File: src/rtl/iram_pkg.sv
// Shared types and constants for the microcode SRAM write sequencer.
package iram_pkg;

    localparam int IRAM_ADDR_W    = 14;
    localparam int IRAM_DATA_W    = 49;

    // Default strobe timing, in clock cycles.
    localparam int IRAM_SETUP_CYC = 1;
    localparam int IRAM_PULSE_CYC = 2;
    localparam int IRAM_HOLD_CYC  = 1;
    localparam bit IRAM_VERIFY    = 1'b1;

    typedef enum logic [2:0] {
        ST_IDLE,
        ST_SETUP,
        ST_PULSE,
        ST_HOLD,
        ST_VERIFY
    } iram_state_t;

    // The phase timer is loaded with (cycles - 1), so it only needs to hold
    // one less than the longest phase.
    function automatic int timer_width(input int a, input int b, input int c);
        int m;
        m = a;
        if (b > m) m = b;
        if (c > m) m = c;
        return (m <= 2) ? 1 : $clog2(m);
    endfunction

endpackage

File: src/rtl/iram_phase_timer.sv
// Loadable down-counter that times each strobe phase; tc is high while the
// count sits at zero, i.e. during the last cycle of the loaded phase.
module iram_phase_timer
    import iram_pkg::*;
#(
    parameter int CNT_W = 2
) (
    input  logic             clk,
    input  logic             reset_n,
    input  logic             load,
    input  logic [CNT_W-1:0] load_val,
    output logic             tc
);

    logic [CNT_W-1:0] count;

    // Load on phase entry, otherwise count down and park at zero.
    always_ff @(posedge clk or negedge reset_n) begin
        if (!reset_n) begin
            count <= '0;
        end else if (load) begin
            count <= load_val;
        end else if (count != '0) begin
            count <= count - 1'b1;
        end
    end

    assign tc = (count == '0);

endmodule

File: src/rtl/iram_loader.sv
// Write sequencer for the microcode SRAM: takes (address, word) requests,
// drives a setup / WE_N pulse / hold strobe sequence and optionally reads the
// word back to flag mismatches. Every output comes straight from a flop.
module iram_loader
    import iram_pkg::*;
#(
    parameter int ADDR_W    = IRAM_ADDR_W,
    parameter int DATA_W    = IRAM_DATA_W,
    parameter int SETUP_CYC = IRAM_SETUP_CYC,
    parameter int PULSE_CYC = IRAM_PULSE_CYC,
    parameter int HOLD_CYC  = IRAM_HOLD_CYC,
    parameter bit VERIFY    = IRAM_VERIFY
) (
    input  logic              clk,
    input  logic              reset_n,
    input  logic              in_valid,
    output logic              in_ready,
    input  logic [ADDR_W-1:0] in_addr,
    input  logic [DATA_W-1:0] in_data,
    output logic [ADDR_W-1:0] ram_a,
    output logic [DATA_W-1:0] ram_di,
    input  logic [DATA_W-1:0] ram_do,
    output logic              ram_ce_n,
    output logic              ram_we_n,
    output logic              busy,
    input  logic              err_clr,
    output logic              err,
    output logic [ADDR_W-1:0] err_addr,
    output logic [15:0]       word_cnt
);

    localparam int CNT_W = timer_width(SETUP_CYC, PULSE_CYC, HOLD_CYC);
    localparam logic [CNT_W-1:0] SETUP_LD = CNT_W'(SETUP_CYC - 1);
    localparam logic [CNT_W-1:0] PULSE_LD = CNT_W'(PULSE_CYC - 1);
    localparam logic [CNT_W-1:0] HOLD_LD  = CNT_W'(HOLD_CYC - 1);

    iram_state_t       state, state_nxt;
    logic              in_ready_nxt, busy_nxt, ram_ce_n_nxt, ram_we_n_nxt;
    logic [ADDR_W-1:0] ram_a_nxt, err_addr_nxt;
    logic [DATA_W-1:0] ram_di_nxt, cmp_data, cmp_data_nxt;
    logic              err_nxt, verify_mismatch;
    logic [15:0]       word_cnt_nxt;
    logic              tmr_load, tmr_tc;
    logic [CNT_W-1:0]  tmr_val;

    iram_phase_timer #(
        .CNT_W (CNT_W)
    ) u_timer (
        .clk      (clk),
        .reset_n  (reset_n),
        .load     (tmr_load),
        .load_val (tmr_val),
        .tc       (tmr_tc)
    );

    // State and all RAM-facing / status outputs are registered together so
    // the strobes can never glitch.
    always_ff @(posedge clk or negedge reset_n) begin
        if (!reset_n) begin
            state    <= ST_IDLE;
            in_ready <= 1'b1;
            busy     <= 1'b0;
            ram_ce_n <= 1'b1;
            ram_we_n <= 1'b1;
            ram_a    <= '0;
            ram_di   <= '0;
            cmp_data <= '0;
            err      <= 1'b0;
            err_addr <= '0;
            word_cnt <= '0;
        end else begin
            state    <= state_nxt;
            in_ready <= in_ready_nxt;
            busy     <= busy_nxt;
            ram_ce_n <= ram_ce_n_nxt;
            ram_we_n <= ram_we_n_nxt;
            ram_a    <= ram_a_nxt;
            ram_di   <= ram_di_nxt;
            cmp_data <= cmp_data_nxt;
            err      <= err_nxt;
            err_addr <= err_addr_nxt;
            word_cnt <= word_cnt_nxt;
        end
    end

    // Phase sequencing: each phase loads the timer for the next one on exit,
    // and the error status is updated last so a mismatch overrides a clear.
    always_comb begin
        state_nxt       = state;
        in_ready_nxt    = in_ready;
        busy_nxt        = busy;
        ram_ce_n_nxt    = ram_ce_n;
        ram_we_n_nxt    = ram_we_n;
        ram_a_nxt       = ram_a;
        ram_di_nxt      = ram_di;
        cmp_data_nxt    = cmp_data;
        err_nxt         = err;
        err_addr_nxt    = err_addr;
        word_cnt_nxt    = word_cnt;
        tmr_load        = 1'b0;
        tmr_val         = '0;
        verify_mismatch = 1'b0;

        case (state)
            ST_IDLE: begin
                if (in_valid && in_ready) begin
                    ram_a_nxt    = in_addr;
                    ram_di_nxt   = in_data;
                    cmp_data_nxt = in_data;
                    ram_ce_n_nxt = 1'b0;
                    busy_nxt     = 1'b1;
                    in_ready_nxt = 1'b0;
                    tmr_load     = 1'b1;
                    tmr_val      = SETUP_LD;
                    state_nxt    = ST_SETUP;
                end
            end
            ST_SETUP: begin
                if (tmr_tc) begin
                    ram_we_n_nxt = 1'b0;
                    tmr_load     = 1'b1;
                    tmr_val      = PULSE_LD;
                    state_nxt    = ST_PULSE;
                end
            end
            ST_PULSE: begin
                if (tmr_tc) begin
                    ram_we_n_nxt = 1'b1;
                    tmr_load     = 1'b1;
                    tmr_val      = HOLD_LD;
                    state_nxt    = ST_HOLD;
                end
            end
            ST_HOLD: begin
                if (tmr_tc) begin
                    word_cnt_nxt = word_cnt + 16'd1;
                    if (VERIFY) begin
                        state_nxt = ST_VERIFY;
                    end else begin
                        ram_ce_n_nxt = 1'b1;
                        busy_nxt     = 1'b0;
                        in_ready_nxt = 1'b1;
                        state_nxt    = ST_IDLE;
                    end
                end
            end
            ST_VERIFY: begin
                verify_mismatch = (ram_do != cmp_data);
                ram_ce_n_nxt    = 1'b1;
                busy_nxt        = 1'b0;
                in_ready_nxt    = 1'b1;
                state_nxt       = ST_IDLE;
            end
            default: begin
                state_nxt = ST_IDLE;
            end
        endcase

        if (err_clr) begin
            err_nxt      = 1'b0;
            err_addr_nxt = '0;
        end
        if (verify_mismatch) begin
            err_nxt = 1'b1;
            if (!err || err_clr) begin
                err_addr_nxt = ram_a;
            end
        end
    end

endmodule

File: config.mk
export PLATFORM = sky130hd
export DESIGN_NAME = iram_loader
export DESIGN_NICKNAME = d
export VERILOG_FILES = /design/src/rtl/iram_pkg.sv /design/src/rtl/iram_phase_timer.sv /design/src/rtl/iram_loader.sv
export SDC_FILE = /design/constraint.sdc
export NUM_CORES = 1
export LEC_CHECK = 0
export BUFFER_PORTS_ARGS = -buffer_cell sky130_fd_sc_hd__buf_2
export CORE_MARGIN = 2
export CORE_UTILIZATION = 42
export DETAILED_ROUTE_END_ITERATION = 10
export PLACE_DENSITY = 0.78
export REMOVE_ABC_BUFFERS = 1
export SETUP_SLACK_MARGIN = 0.2
export SYNTH_ARGS = -nofsm -noshare
export SYNTH_HDL_FRONTEND = slang
export SYNTH_SLANG_ARGS = --single-unit
File: constraint.sdc
create_clock -name clk -period 1.9 [get_ports clk]
set_input_delay 0.19 -clock clk [delete_from_list [all_inputs] [get_ports clk]]
set_output_delay 0.19 -clock clk [all_outputs]
set_load 0.01 [all_outputs]
---- Word-level counts from Yosys, hierarchy flattened ----
Index checks and enable logic that the tools add are counted.
storage, ports and cells
  bits in registers ....................... 101
  input bits .............................. 116
  output and inout bits ................... 98
  logic and storage cells ................. 59
cells by class
  mux-type cells .......................... 24
  reduce and logical (&&, ||, !) cells .... 13
  add/sub/neg operators ................... 2
  equality and inequality tests ........... 9
  bitwise logic cells ..................... 1
operators by type and width
  operator                                        count
  inequality test 49 bit                          1
  2-to-1 mux 14 bit                               3
  adder 16 x 1 -> 16 bit (second input constant)  1
  2-to-1 mux 1 bit                                12
  2-to-1 mux 3 bit                                4
  one-hot mux 3 bit (4 select lines)              1
  inequality test 2 bit (second input constant)   4
  one-hot mux 1 bit (2 select lines)              4
  == test 3 x 2 -> 1 bit (second input constant)  2
  AND reduction 2 bit                             3
  nonzero test 2 bit                              3
  AND reduction 4 bit                             1
  == test 3 x 1 -> 1 bit (second input constant)  1
  == test 3 bit (second input constant)           1
  zero test 3 bit                                 1
  AND reduction 3 bit                             1
  OR reduction 2 bit                              1
  logical AND 1 bit                               1
  zero test 1 bit                                 1
  logical OR 1 bit                                1
  NOT 1 bit                                       1
  subtractor 1 bit (second input constant)        1

---- Longest topological paths before layout ----
Gate-level depths: netlist of run 1.
  word-level depth ........................ 4
  mapped depth ............................ 8
  depth with buffers taken out ............ 6

---- By module ----
From an unflattened synthesis of run 1, not the netlist that was laid out.
unflattened totals
  cells, all modules ...................... 328
  area total of the unflattened synthesis .. 4425.5 um^2
modules (own cells, without submodules)
  module            times used  seq. area each (um^2)  cells each  area an instance (um^2)
  iram_loader       1           2504.9                 325         4390.5
  iram_phase_timer  1           25.0                   3           35.0

---- Worst setup path before layout of run 1 ----
Ideal clock, no wire load.
  path kind ............................... register -> register
  start point ............................. reg cmp_data[39]
  end point ............................... reg err_addr[10]
  clock period less this slack ............ 1.908 ns
  setup time .............................. 0.121 ns
  required time ........................... 1.779 ns
  data arrival time ....................... 1.787 ns
  path slack .............................. -0.008 ns
  buffers on the path ..................... 1
  stages on the path, launching flop included .. 8
  cells stage by stage .................... dfrtp_1 > xor2_1 > nor4_1 > nand4_1 > nor4_4 > nor3b_2 > buf_6 > a22o_1
on the way
  cells in the longest elaborated chain, start to end .. 3
ends and longest elaborated chain
  item                        line                RTL
  start, declared             iram_loader.sv:40   logic [DATA_W-1:0] ram_di_nxt, cmp_data, cmp_data_nxt;
  start signal, assigned      iram_loader.sv:79   cmp_data <= cmp_data_nxt;
  inequality test 49 bit      iram_loader.sv:148  verify_mismatch = (ram_do != cmp_data);
  2-to-1 mux 1 bit            iram_loader.sv:104  case (state)
  2-to-1 mux 14 bit           iram_loader.sv:163  if (verify_mismatch) begin
  named net err_addr_nxt[10]  iram_loader.sv:39   logic [ADDR_W-1:0] ram_a_nxt, err_addr_nxt;
  end signal, assigned        iram_loader.sv:81   err_addr <= err_addr_nxt;
  end, declared               iram_loader.sv:28   output logic [ADDR_W-1:0] err_addr,
The timed path passes the listed nets, and every way through them passes these cells.
A chain may end at the register's enable or synchronous reset.

---- Final worst setup path of run 1 ----
  start point ............................. reg cmp_data[11]
  end point ............................... reg err_addr[12]
The elaborated chain is that of the path after synthesis.

==> results of run 1 <==
[worst min-delay path by stage]
stage	start	to	slack [ns]	cells after the start
5_1_grt	in_data[32]	cmp_data[32]	0.02	2
3_5_place_dp	reset_n	busy	0.05	1
2_1_floorplan	reset_n	busy	-0.11	0
3_3_place_gp	reset_n	busy	0.05	1
4_1_cts	in_data[32]	cmp_data[32]	0.02	2
6_report	in_data[1]	cmp_data[1]	0.04	2
[flip-flops by register name, indices dropped and copies added (netlist names)]
signal         count
u_timer.count      1
cmp_data          49
state              3
ram_we_n           1
err                1
busy               1
err_addr          14
ram_a             14
ram_ce_n           1
word_cnt          16
[where the power goes]
part | internal (uW) | switching, uW
logic | 2670 | 1980
clock network | 616 | 757
registers | 3060 | 790
total | 6340 | 3530
[routing by layer]
layer / share of wire (%) / GRT usage, %
met5: 0 / 0
met2: 51 / 37.9
met1: 40 / 26.2
met4: 1.9 / 7.71
met3: 6.4 / 5.27
[worst max-delay path, delay by kind of cell (launching register included)]
kind / cells / cell delay [ns]
AOI/OAI and AO/OA: 1 / 0.23
xor gates and xnor gates: 1 / 0.17
buffers and inverters: 1 / 0.17
DFF: 1 / 0.41
and+or+nand+nor: 4 / 0.97
[cells by family after synthesis]
group                    count (synthesis)  share of synthesized area (%)
AO/OA/AOI/OAI                           21                           3.76
buffers and inverters                   14                           1.85
XOR/XNOR                                65                           12.9
flip-flops                             101                           57.5
multiplexers                            64                           16.4
AND/OR/NAND/NOR                         57                           7.25
adder cells (fa/ha/maj)                  1                          0.284
[layout by cell type (no fill, tap or decap), types with 2 or more instances in the layout]
cell type	n
sky130_fd_sc_hd__nor2_4	2
sky130_fd_sc_hd__buf_2	212
sky130_fd_sc_hd__nand2_1	10
sky130_fd_sc_hd__buf_16	3
sky130_fd_sc_hd__buf_12	2
sky130_fd_sc_hd__clkbuf_16	5
sky130_fd_sc_hd__xnor2_1	12
sky130_fd_sc_hd__nor4_2	2
sky130_fd_sc_hd__dfstp_2	2
sky130_fd_sc_hd__nor3b_4	2
sky130_fd_sc_hd__a22o_1	14
sky130_fd_sc_hd__a21oi_1	2
sky130_fd_sc_hd__nor4_4	2
sky130_fd_sc_hd__and3_1	3
sky130_fd_sc_hd__nand2_2	2
sky130_fd_sc_hd__buf_4	38
sky130_fd_sc_hd__dfrtp_2	3
sky130_fd_sc_hd__mux2_1	20
sky130_fd_sc_hd__mux2_4	42
sky130_fd_sc_hd__inv_1	2
sky130_fd_sc_hd__buf_6	5
sky130_fd_sc_hd__nand4_1	5
sky130_fd_sc_hd__clkbuf_1	2
sky130_fd_sc_hd__nor3_1	3
sky130_fd_sc_hd__clkbuf_8	9
sky130_fd_sc_hd__nor2_1	7
sky130_fd_sc_hd__nor4_1	9
sky130_fd_sc_hd__nand3_1	7
sky130_fd_sc_hd__mux2_2	2
sky130_fd_sc_hd__dfrtp_1	96
sky130_fd_sc_hd__xor2_1	53
sky130_fd_sc_hd__o31a_4	2
[final cells by class]
type                    instances  area [um^2]  area share, %
flip-flops and latches        101         2530           38.3
multi-input cells             210         2050           31.0
inverters                       2         7.51          0.114
clock inverters                 5         60.1          0.908
repair buffers                266         1660           25.1
clock buffers                  11          131           1.99
well taps                     136          170           2.57
[what timing repair did]
item / 4_1_cts / 5_1_grt
gates cloned: 4 / 6
endpoints found under the hold margin: 72 / 0
pin swaps: 23 / 4
hold buffers: 1 / 0
endpoints found under the setup margin: 82 / 83
gates resized for setup: 38 / 33
setup buffers: 4 / 6
[through the flow]
| step | cells | utilization, % | hold WS [ns] | TNS (ns) | worst slack, ns |
|---|---|---|---|---|---|
| floorplan | 311 | - | -0.106 | -374.37 | -6.01 |
| finish | 731 | 64.6 | 0.0352 | -2.08 | -0.161 |
| detailed placement | 694 | 57.2 | 0.0465 | -3.48 | -0.264 |
| global placement | 694 | 57.2 | 0.0480 | -2.98 | -0.214 |
| CTS | 719 | 61.7 | 0.0207 | -1.12 | -0.101 |
| global route | 731 | 64.6 | 0.0161 | -3.01 | -0.229 |
==> qor.tcl, run 1 <==
set qor(outcome) {complete, but fails checks}
set qor(violations) {negative setup slack}
set qor(synth.lib_cells_used.distinct) 30
set qor(smallest_setup_slack_after_layout_ns) -0.161
set qor(grt_setup_unrepaired) {true}
set qor(hold_path.class) {primary input to flip-flop}
set qor(crit_arrival_ns) 2.32
set qor(route.vias.total) 3649
set qor(rr_endpoint) {err_addr[12]}
set qor(power.density_cell_area_nw_per_um2) 1490
set qor(element_type_at_the_critical_path_start) {flip-flop}
set qor(syn_to_final_growth_pct) 50.3
set qor(cts_tree) {built}
set qor(die_w_um) 106
set qor(final-hold-violation-count) 0
set qor(cp-end-kind) {flip-flop}
set qor(asyncSetResetFlopFracSynth_pct) 100
set qor(clk_root_buffer_cell) {sky130_fd_sc_hd__clkbuf_8}
set qor(detailed_place_hpwl_um) 8340
set qor(postRouteWirelength_um) 12900
set qor(clk_latency_ns) 0.37
set qor(io-pin-count) 214
set qor(chipHeight_um) 106
set qor(clock_path_buffers) 2
set qor(grt_first_pass_wirelength_um) 18900
set qor(timing.final.setup_violations) 15
set qor(synth.most_common_cell) {sky130_fd_sc_hd__dfrtp_1}
set qor(period_share_pct) 108
set qor(slew_violations) 0
set qor(fp.dieArea_um2) 11300
set qor(drt.antenna.violating_nets) 0
set qor(critPathSlowestCell) {sky130_fd_sc_hd__dfrtp_1}
set qor(post_drt_via_cell_ratio) 4.99
set qor(floorplan.initialDensity_pct) 43.0
set qor(cp.required_ns) 2.16
set qor(clkTransAtPathRegs_ns) 0.10
set qor(largest_net_degree_at_the_start_of_global_routing) 64
set qor(synth_area_per_cell_um2) 13.6
set qor(synth_cells) 323
set qor(num-nets-final) 707
set qor(yosys-top-cells-count) {99 x sky130_fd_sc_hd__dfrtp_1, 53 x sky130_fd_sc_hd__mux2_1, 53 x sky130_fd_sc_hd__xor2_1}
set qor(ys_seq_elements) 101
set qor(power.ir.vdd_worst_mv) 0.771
set qor(post_route_cells_drive_above_1_share_pct) 57.6
set qor(globalRoute.totalOverflow) 0
set qor(drt_pre_antenna_iters) 4
set qor(crit_chain) {xor2_1, nor4_1, nand4_1, nor4_4, buf_6, nor3b_4, a22o_1}
set qor(synth_warnings) 0
set qor(avgRoutedWirePerCell_um) 17.6
set qor(first_global_vias) 3706
set qor(n_antenna_cell) 0
set qor(final.min_clock_period_ns) 2.06
set qor(clock_skew_ns) 0.0138
set qor(globalRouteTotalUtil_pct) 21.8
set qor(initial_antenna_violation_count) 0
set qor(timing.max_cap.violations) 0
set qor(ff2ff_path_depth) 7
set qor(tritoncts.num_buffers) 9
set qor(number_of_enable_flip_flop_cells_after_synthesis) 0
set qor(postLayoutCellArea_um2) 6610
set qor(timing.critical_path.slowest_cell_delay_ns) 0.41
set qor(fmax_mhz) 485
set qor(top_cells_by_area_synth) {sky130_fd_sc_hd__dfrtp_1 56%, sky130_fd_sc_hd__mux2_1 14%, sky130_fd_sc_hd__xor2_1 11%, sky130_fd_sc_hd__mux2_2 2.8%, sky130_fd_sc_hd__a22o_1 2.8%}
set qor(timing.reg2reg.setup_slack_ns) -0.16
set qor(cp-endpoint) {err_addr[12]}
set qor(pleak_uw) 0.00344
set qor(number_of_clock_sinks_seen_by_cts) 101
set qor(gp_congestion) 0.834
set qor(count_of_fill_cells_added_during_filler_insertion) 784
set qor(syn_area_um2) 4400
set qor(critical_path_peak_fanout) 7
set qor(core_area_um2) 10200
set qor(finalPower_uw) 9870
set qor(cts_htree_levels) 3
set qor(placedInstanceArea_um2) 5850
set qor(drc_errors) 0
set qor(worst_setup_path_startpoint) {cmp_data[11]}
set qor(synth.yosys.seq_area_share_pct) 57.5
set qor(row_count) 37
set qor(r2r_start) {cmp_data[11]}
set qor(port-buffer-count) 213
set qor(synth_area_leader_cell) {sky130_fd_sc_hd__dfrtp_1}
set qor(worst_slew_margin_rel_pct) 73.1
set qor(slew_worst_pin_ns) 0.400
set qor(detailedRoute.firstIterationViolations) 153
set qor(critPathKind) {flip-flop to flip-flop}
set qor(yosys.area.top_type_share_pct) 56.3
set qor(predominant_post_synthesis_flop_cell) {sky130_fd_sc_hd__dfrtp_1}
No activity file was read; power rests on OpenSTA's default activity.
==> run 2, diff against run 1 <==
--- a/config.mk
+++ b/config.mk
@@ -11,3 +11,3 @@
 export DETAILED_ROUTE_END_ITERATION = 10
-export PLACE_DENSITY = 0.78
+export PLACE_DENSITY_LB_ADDON = 0.25
 export REMOVE_ABC_BUFFERS = 1
--- a/constraint.sdc
+++ b/constraint.sdc
@@ -3,2 +3,2 @@
 set_output_delay 0.19 -clock clk [all_outputs]
-set_load 0.01 [all_outputs]
+set_load 0.1 [all_outputs]
==> qor.tcl, run 2 (same netlist as run 1, synthesis figures left out) <==
set qor(outcome) {complete, but fails checks}
set qor(violations) {negative setup slack}
set qor(busiest_layer) {met2}
set qor(gr-usage-met1_pct) 22.6
set qor(rr_endpoint) {err_addr[11]}
set qor(grt_first_pass_wirelength_um) 17000
set qor(global_route.usage.met2_pct) 34.9
set qor(fp.dieArea_um2) 11300
set qor(num-nets-final) 713
set qor(final-hold-violation-count) 0
set qor(period_share_pct) 110
set qor(slew_violations) 0
set qor(drt.antenna.violating_nets) 0
set qor(layout.cells.most_common) {sky130_fd_sc_hd__buf_2}
set qor(route.vias.total) 3589
set qor(ff2ff_path_depth) 7
set qor(die_w_um) 106
set qor(slew_worst_pin_ns) 0.580
set qor(cp-end-kind) {flip-flop}
set qor(row_count) 37
set qor(top_regs) {cmp_data (49), word_cnt (16)}
set qor(dp_slack_ns) -0.250
set qor(first_global_vias) 3499
set qor(clock_path_buffers) 2
set qor(hold_path.class) {primary input to flip-flop}
set qor(n_antenna_cell) 0
set qor(port-buffer-count) 213
set qor(drt_pre_antenna_iters) 4
set qor(smallest_setup_slack_after_layout_ns) -0.181
set qor(cts_htree_levels) 3
set qor(critPathKind) {flip-flop to flip-flop}
set qor(syn_to_final_growth_pct) 53.5
set qor(grt_setup_unrepaired) {true}
set qor(hp-start) {in_addr[13]}
set qor(clkTransAtPathRegs_ns) 0.09
set qor(detailedRoute.firstIterationViolations) 118
set qor(avgRoutedWirePerCell_um) 17.3
set qor(number_of_clock_sinks_seen_by_cts) 101
set qor(globalRouteTotalUtil_pct) 19.6
set qor(regMostFlops) {cmp_data}
set qor(fmax_mhz) 480
set qor(r2r_start) {cmp_data[14]}
set qor(detailed_place_hpwl_um) 8450
set qor(post_route_cells_drive_above_1_share_pct) 61.6
set qor(core_area_um2) 10200
set qor(clock_skew_ns) 0.00787
set qor(timing.max_cap.violations) 0
set qor(final_cell_mix) {212 x sky130_fd_sc_hd__buf_2, 97 x sky130_fd_sc_hd__dfrtp_1, 62 x sky130_fd_sc_hd__mux2_4}
set qor(element_type_at_the_critical_path_start) {flip-flop}
set qor(drc_errors) 0
set qor(tritoncts.num_buffers) 9
set qor(timing.final.setup_violations) 14
set qor(holdPathStages) 2
set qor(critical_path_peak_fanout) 7
set qor(postRouteWirelength_um) 12800
set qor(final.min_clock_period_ns) 2.08
set qor(cp.required_ns) 2.20
set qor(grtUsageMet3_pct) 3.56
set qor(floorplan.initialDensity_pct) 43.0
set qor(timing.reg2reg.setup_slack_ns) -0.18
set qor(crit_arrival_ns) 2.38
set qor(gp_congestion) 0.801
set qor(largest_net_degree_at_the_start_of_global_routing) 44
set qor(post_drt_via_cell_ratio) 4.87
set qor(largest_register_ff_count) 49
set qor(io-pin-count) 214
set qor(initial_antenna_violation_count) 0
set qor(clk_root_buffer_cell) {sky130_fd_sc_hd__clkbuf_8}
set qor(worstHoldEndpoint) {ram_a[13]}
set qor(worst_slew_margin_rel_pct) 61.3
set qor(clk_latency_ns) 0.36
set qor(chipHeight_um) 106
set qor(cts_tree) {built}
set qor(globalRoute.totalOverflow) 0
==> run 2: cell count changes in the layout (fill, tap and decap cells not counted), sizes merged <==
cell / change
buf: +8
clkinv: -2
clkbuf: +1
inv: -1
clkinvlp: +1
nor3b: -1
==> run 2: how the worst max path moves through the flow <==
stage                    to  cells after the start  slack (ns)         start
2_1_floorplan      ram_a[0]                      3       -6.68      ram_ce_n
3_3_place_gp    err_addr[1]                      6       -0.21  cmp_data[13]
3_5_place_dp    err_addr[8]                      7       -0.25  cmp_data[48]
4_1_cts         err_addr[8]                      6       -0.15  cmp_data[42]
5_1_grt         err_addr[3]                      7       -0.24  cmp_data[14]
6_report       err_addr[11]                      7       -0.18  cmp_data[14]
==> run 2: what timing repair did <==
item / 4_1_cts / 5_1_grt
buffers inserted: 1 / 14
endpoints found under the setup margin: 56 / 81
gates resized for setup: 8 / 85
hold buffers: 1 / 0
endpoints found under the hold margin: 36 / 0
cloned: 1 / 8
pin swaps: 4 / 16
==> run 2: cell type report <==
type                       instances  area, um^2
fill                             825        3480
timing repair buffer             273        1720
clock inverter                     3        45.0
sequential                       101        2530
multi-input combinational        209        2120
tap                              136         170
clock buffer                      13         159
inverter                           2        7.51
==> run 2: metrics by stage <==
| stage | util, % | setup TNS, ns | hold slack, ns | instance area [um^2] | instances |
|---|---|---|---|---|---|
| after floorplan | - | -424.98 | -0.106 | 4320 | 311 |
| after global placement | 57.4 | -2.88 | 0.211 | 5880 | 696 |
| after detailed placement | 57.4 | -3.34 | 0.208 | 5880 | 696 |
| after CTS | 60.1 | -1.84 | 0.0245 | 6150 | 715 |
| after global routing | 66.0 | -3.16 | 0.0356 | 6750 | 737 |
| final | 66.0 | -2.26 | 0.0507 | 6750 | 737 |
==> run 2: worst max-delay path, stage by stage (launching register included) <==
cell	delay, ns
sky130_fd_sc_hd__dfrtp_1	0.43
sky130_fd_sc_hd__xor2_1	0.17
sky130_fd_sc_hd__nor4_1	0.33
sky130_fd_sc_hd__nand4_1	0.28
sky130_fd_sc_hd__nor4_4	0.29
sky130_fd_sc_hd__buf_4	0.20
sky130_fd_sc_hd__o31a_4	0.18
sky130_fd_sc_hd__a22o_1	0.15
==> run 2: per-layer routing <==
| layer | wire (um) | vias up |
|---|---|---|
| met2 | 6540 | 133 |
| met5 | 0 | - |
| met4 | 248 | 0 |
| met1 | 5320 | 1760 |
| met3 | 649 | 18 |
| li1 | - | 1678 |
Power of run 2 is not shown: default switching activity piles up to over one toggle a cycle in this logic, so the estimate is an artifact.
==> run 3, diff against run 2 <==
REMOVE_ABC_BUFFERS = unset   (was 1)
SETUP_SLACK_MARGIN = 0.3   (was 0.2)
TNS_END_PERCENT = 5   (was unset)
==> qor.tcl, run 3 (same netlist as run 1, synthesis figures left out) <==
set qor(outcome) {complete, but fails checks}
set qor(violations) {negative setup slack}
set qor(r2r_start) {cmp_data[14]}
set qor(postLayoutCellArea_um2) 6520
set qor(crit_chain) {xor2_1, nor4_2, nand4_1, nor4_4, buf_4, o31a_4, a22o_1}
set qor(element_type_at_the_critical_path_start) {flip-flop}
set qor(timing.max_cap.violations) 0
set qor(cp-end-kind) {flip-flop}
set qor(dp_slack_ns) -0.394
set qor(final.min_clock_period_ns) 2.22
set qor(largest_net_degree_at_the_start_of_global_routing) 68
set qor(die_w_um) 106
set qor(crit_arrival_ns) 2.53
set qor(period_share_pct) 117
set qor(slew_violations) 0
set qor(n_antenna_cell) 0
set qor(fmax_mhz) 450
set qor(core_area_um2) 10200
set qor(initial_antenna_violation_count) 0
set qor(placedInstanceArea_um2) 5960
set qor(rr_endpoint) {err_addr[12]}
set qor(critPathKind) {flip-flop to flip-flop}
set qor(chipHeight_um) 106
set qor(grt_setup_unrepaired) {true}
set qor(syn_to_final_growth_pct) 48.2
set qor(worst_slew_margin_rel_pct) 62.8
set qor(drc_errors) 0
set qor(postRouteWirelength_um) 11500
set qor(grt_first_pass_wirelength_um) 18200
set qor(tritoncts.num_buffers) 9
set qor(smallest_setup_slack_after_layout_ns) -0.324
set qor(slew_worst_pin_ns) 0.557
set qor(hp-start) {in_addr[3]}
set qor(fp.dieArea_um2) 11300
set qor(timing.final.setup_violations) 15
set qor(holdPathStages) 2
set qor(hold_path.class) {primary input to flip-flop}
set qor(final_cell_mix) {210 x sky130_fd_sc_hd__buf_2, 55 x sky130_fd_sc_hd__mux2_4, 52 x sky130_fd_sc_hd__xor2_1}
set qor(drt.antenna.violating_nets) 0
set qor(final-hold-violation-count) 0
set qor(count_of_fill_cells_added_during_filler_insertion) 837
set qor(globalRoute.totalOverflow) 0
set qor(clock_skew_ns) 0.0122
set qor(regArea_um2) 2650
set qor(clkTransAtPathRegs_ns) 0.11
set qor(timing.critical_path.slowest_cell_delay_ns) 0.50
set qor(critical_path_peak_fanout) 7
set qor(worstHoldEndpoint) {ram_a[3]}
set qor(row_count) 37
set qor(cts_tree) {built}
set qor(gp_congestion) 0.735
set qor(port-buffer-count) 213
set qor(num-nets-final) 689
set qor(clk_latency_ns) 0.37
set qor(cts_htree_levels) 3
set qor(layout.cells.most_common) {sky130_fd_sc_hd__buf_2}
set qor(number_of_clock_sinks_seen_by_cts) 101
set qor(clock_path_buffers) 2
set qor(detailed_place_hpwl_um) 8320
set qor(first_global_vias) 3578
set qor(multi_input_comb_area_um2) 2100
set qor(critPathSlowestCell) {sky130_fd_sc_hd__dfrtp_4}
set qor(synth_fp_nets) 440
set qor(globalRouteTotalUtil_pct) 20.7
set qor(detailedRoute.firstIterationViolations) 119
set qor(route.vias.total) 3430
set qor(cp.required_ns) 2.21
set qor(ff2ff_path_depth) 7
set qor(post_drt_via_cell_ratio) 4.81
set qor(floorplan.initialDensity_pct) 43.0
set qor(timing.reg2reg.setup_slack_ns) -0.32
set qor(drt_pre_antenna_iters) 4
set qor(top_regs) {cmp_data (49), word_cnt (16)}
set qor(clk_root_buffer_cell) {sky130_fd_sc_hd__clkbuf_8}
set qor(post_route_cells_drive_above_1_share_pct) 68.6
set qor(final_util_pct) 63.7
set qor(regMostFlops) {cmp_data}
set qor(tns_ns) -4.26
set qor(largest_register_ff_count) 49
set qor(io-pin-count) 214
set qor(avgRoutedWirePerCell_um) 16.2
[run 3: worst max path at each step]
stage | start | end
2_1_floorplan | cmp_data[42] | err_addr[10]
3_3_place_gp | cmp_data[14] | err_addr[0]
3_5_place_dp | cmp_data[14] | err_addr[6]
4_1_cts | cmp_data[31] | err_addr[12]
5_1_grt | cmp_data[11] | err_addr[8]
6_report | cmp_data[14] | err_addr[12]
[run 3: what timing repair did]
item,CTS,global route
endpoints found under the hold margin,17,0
gates resized for setup,68,12
buffers inserted,2,1
gates cloned,1,0
hold buffers,1,0
pin swaps,22,17
endpoints found under the setup margin,83,88
[run 3: metrics by stage]
stage | std cells | hold slack [ns]
after floorplan | 323 | -0.106
after global placement | 692 | 0.0777
after detailed placement | 692 | 0.0794
after CTS | 712 | 0.0206
after global routing | 713 | 0.0221
final | 713 | 0.0408
[run 3: area by class of cell]
cell class	instances	share of cell area (%)
well taps	136	2.61
repair buffers	249	21.2
clock buffers	9	1.90
multi-input cells	209	32.2
clock inverters	7	1.27
flip-flops and latches	101	40.7
inverters	2	0.115
[run 3: critical path: cells and delay by family (launching register included)]
kind | cells | cell delay (ns)
AND/OR/NAND/NOR | 3 | 0.96
flip-flops | 1 | 0.50
buffers and inverters | 1 | 0.20
XOR/XNOR | 1 | 0.18
AO/OA/AOI/OAI | 2 | 0.32
[run 3: routing by layer]
layer	wire length, um	share of wire (%)	up-vias	global-route usage (%)
li1	-	-	1633	-
met1	4940	43	1655	26.3
met2	5640	49	129	34.9
met3	781	6.8	13	5.27
met4	161	1.4	0	6.20
met5	0	0	-	0
Power of run 3 is left out for the same reason.
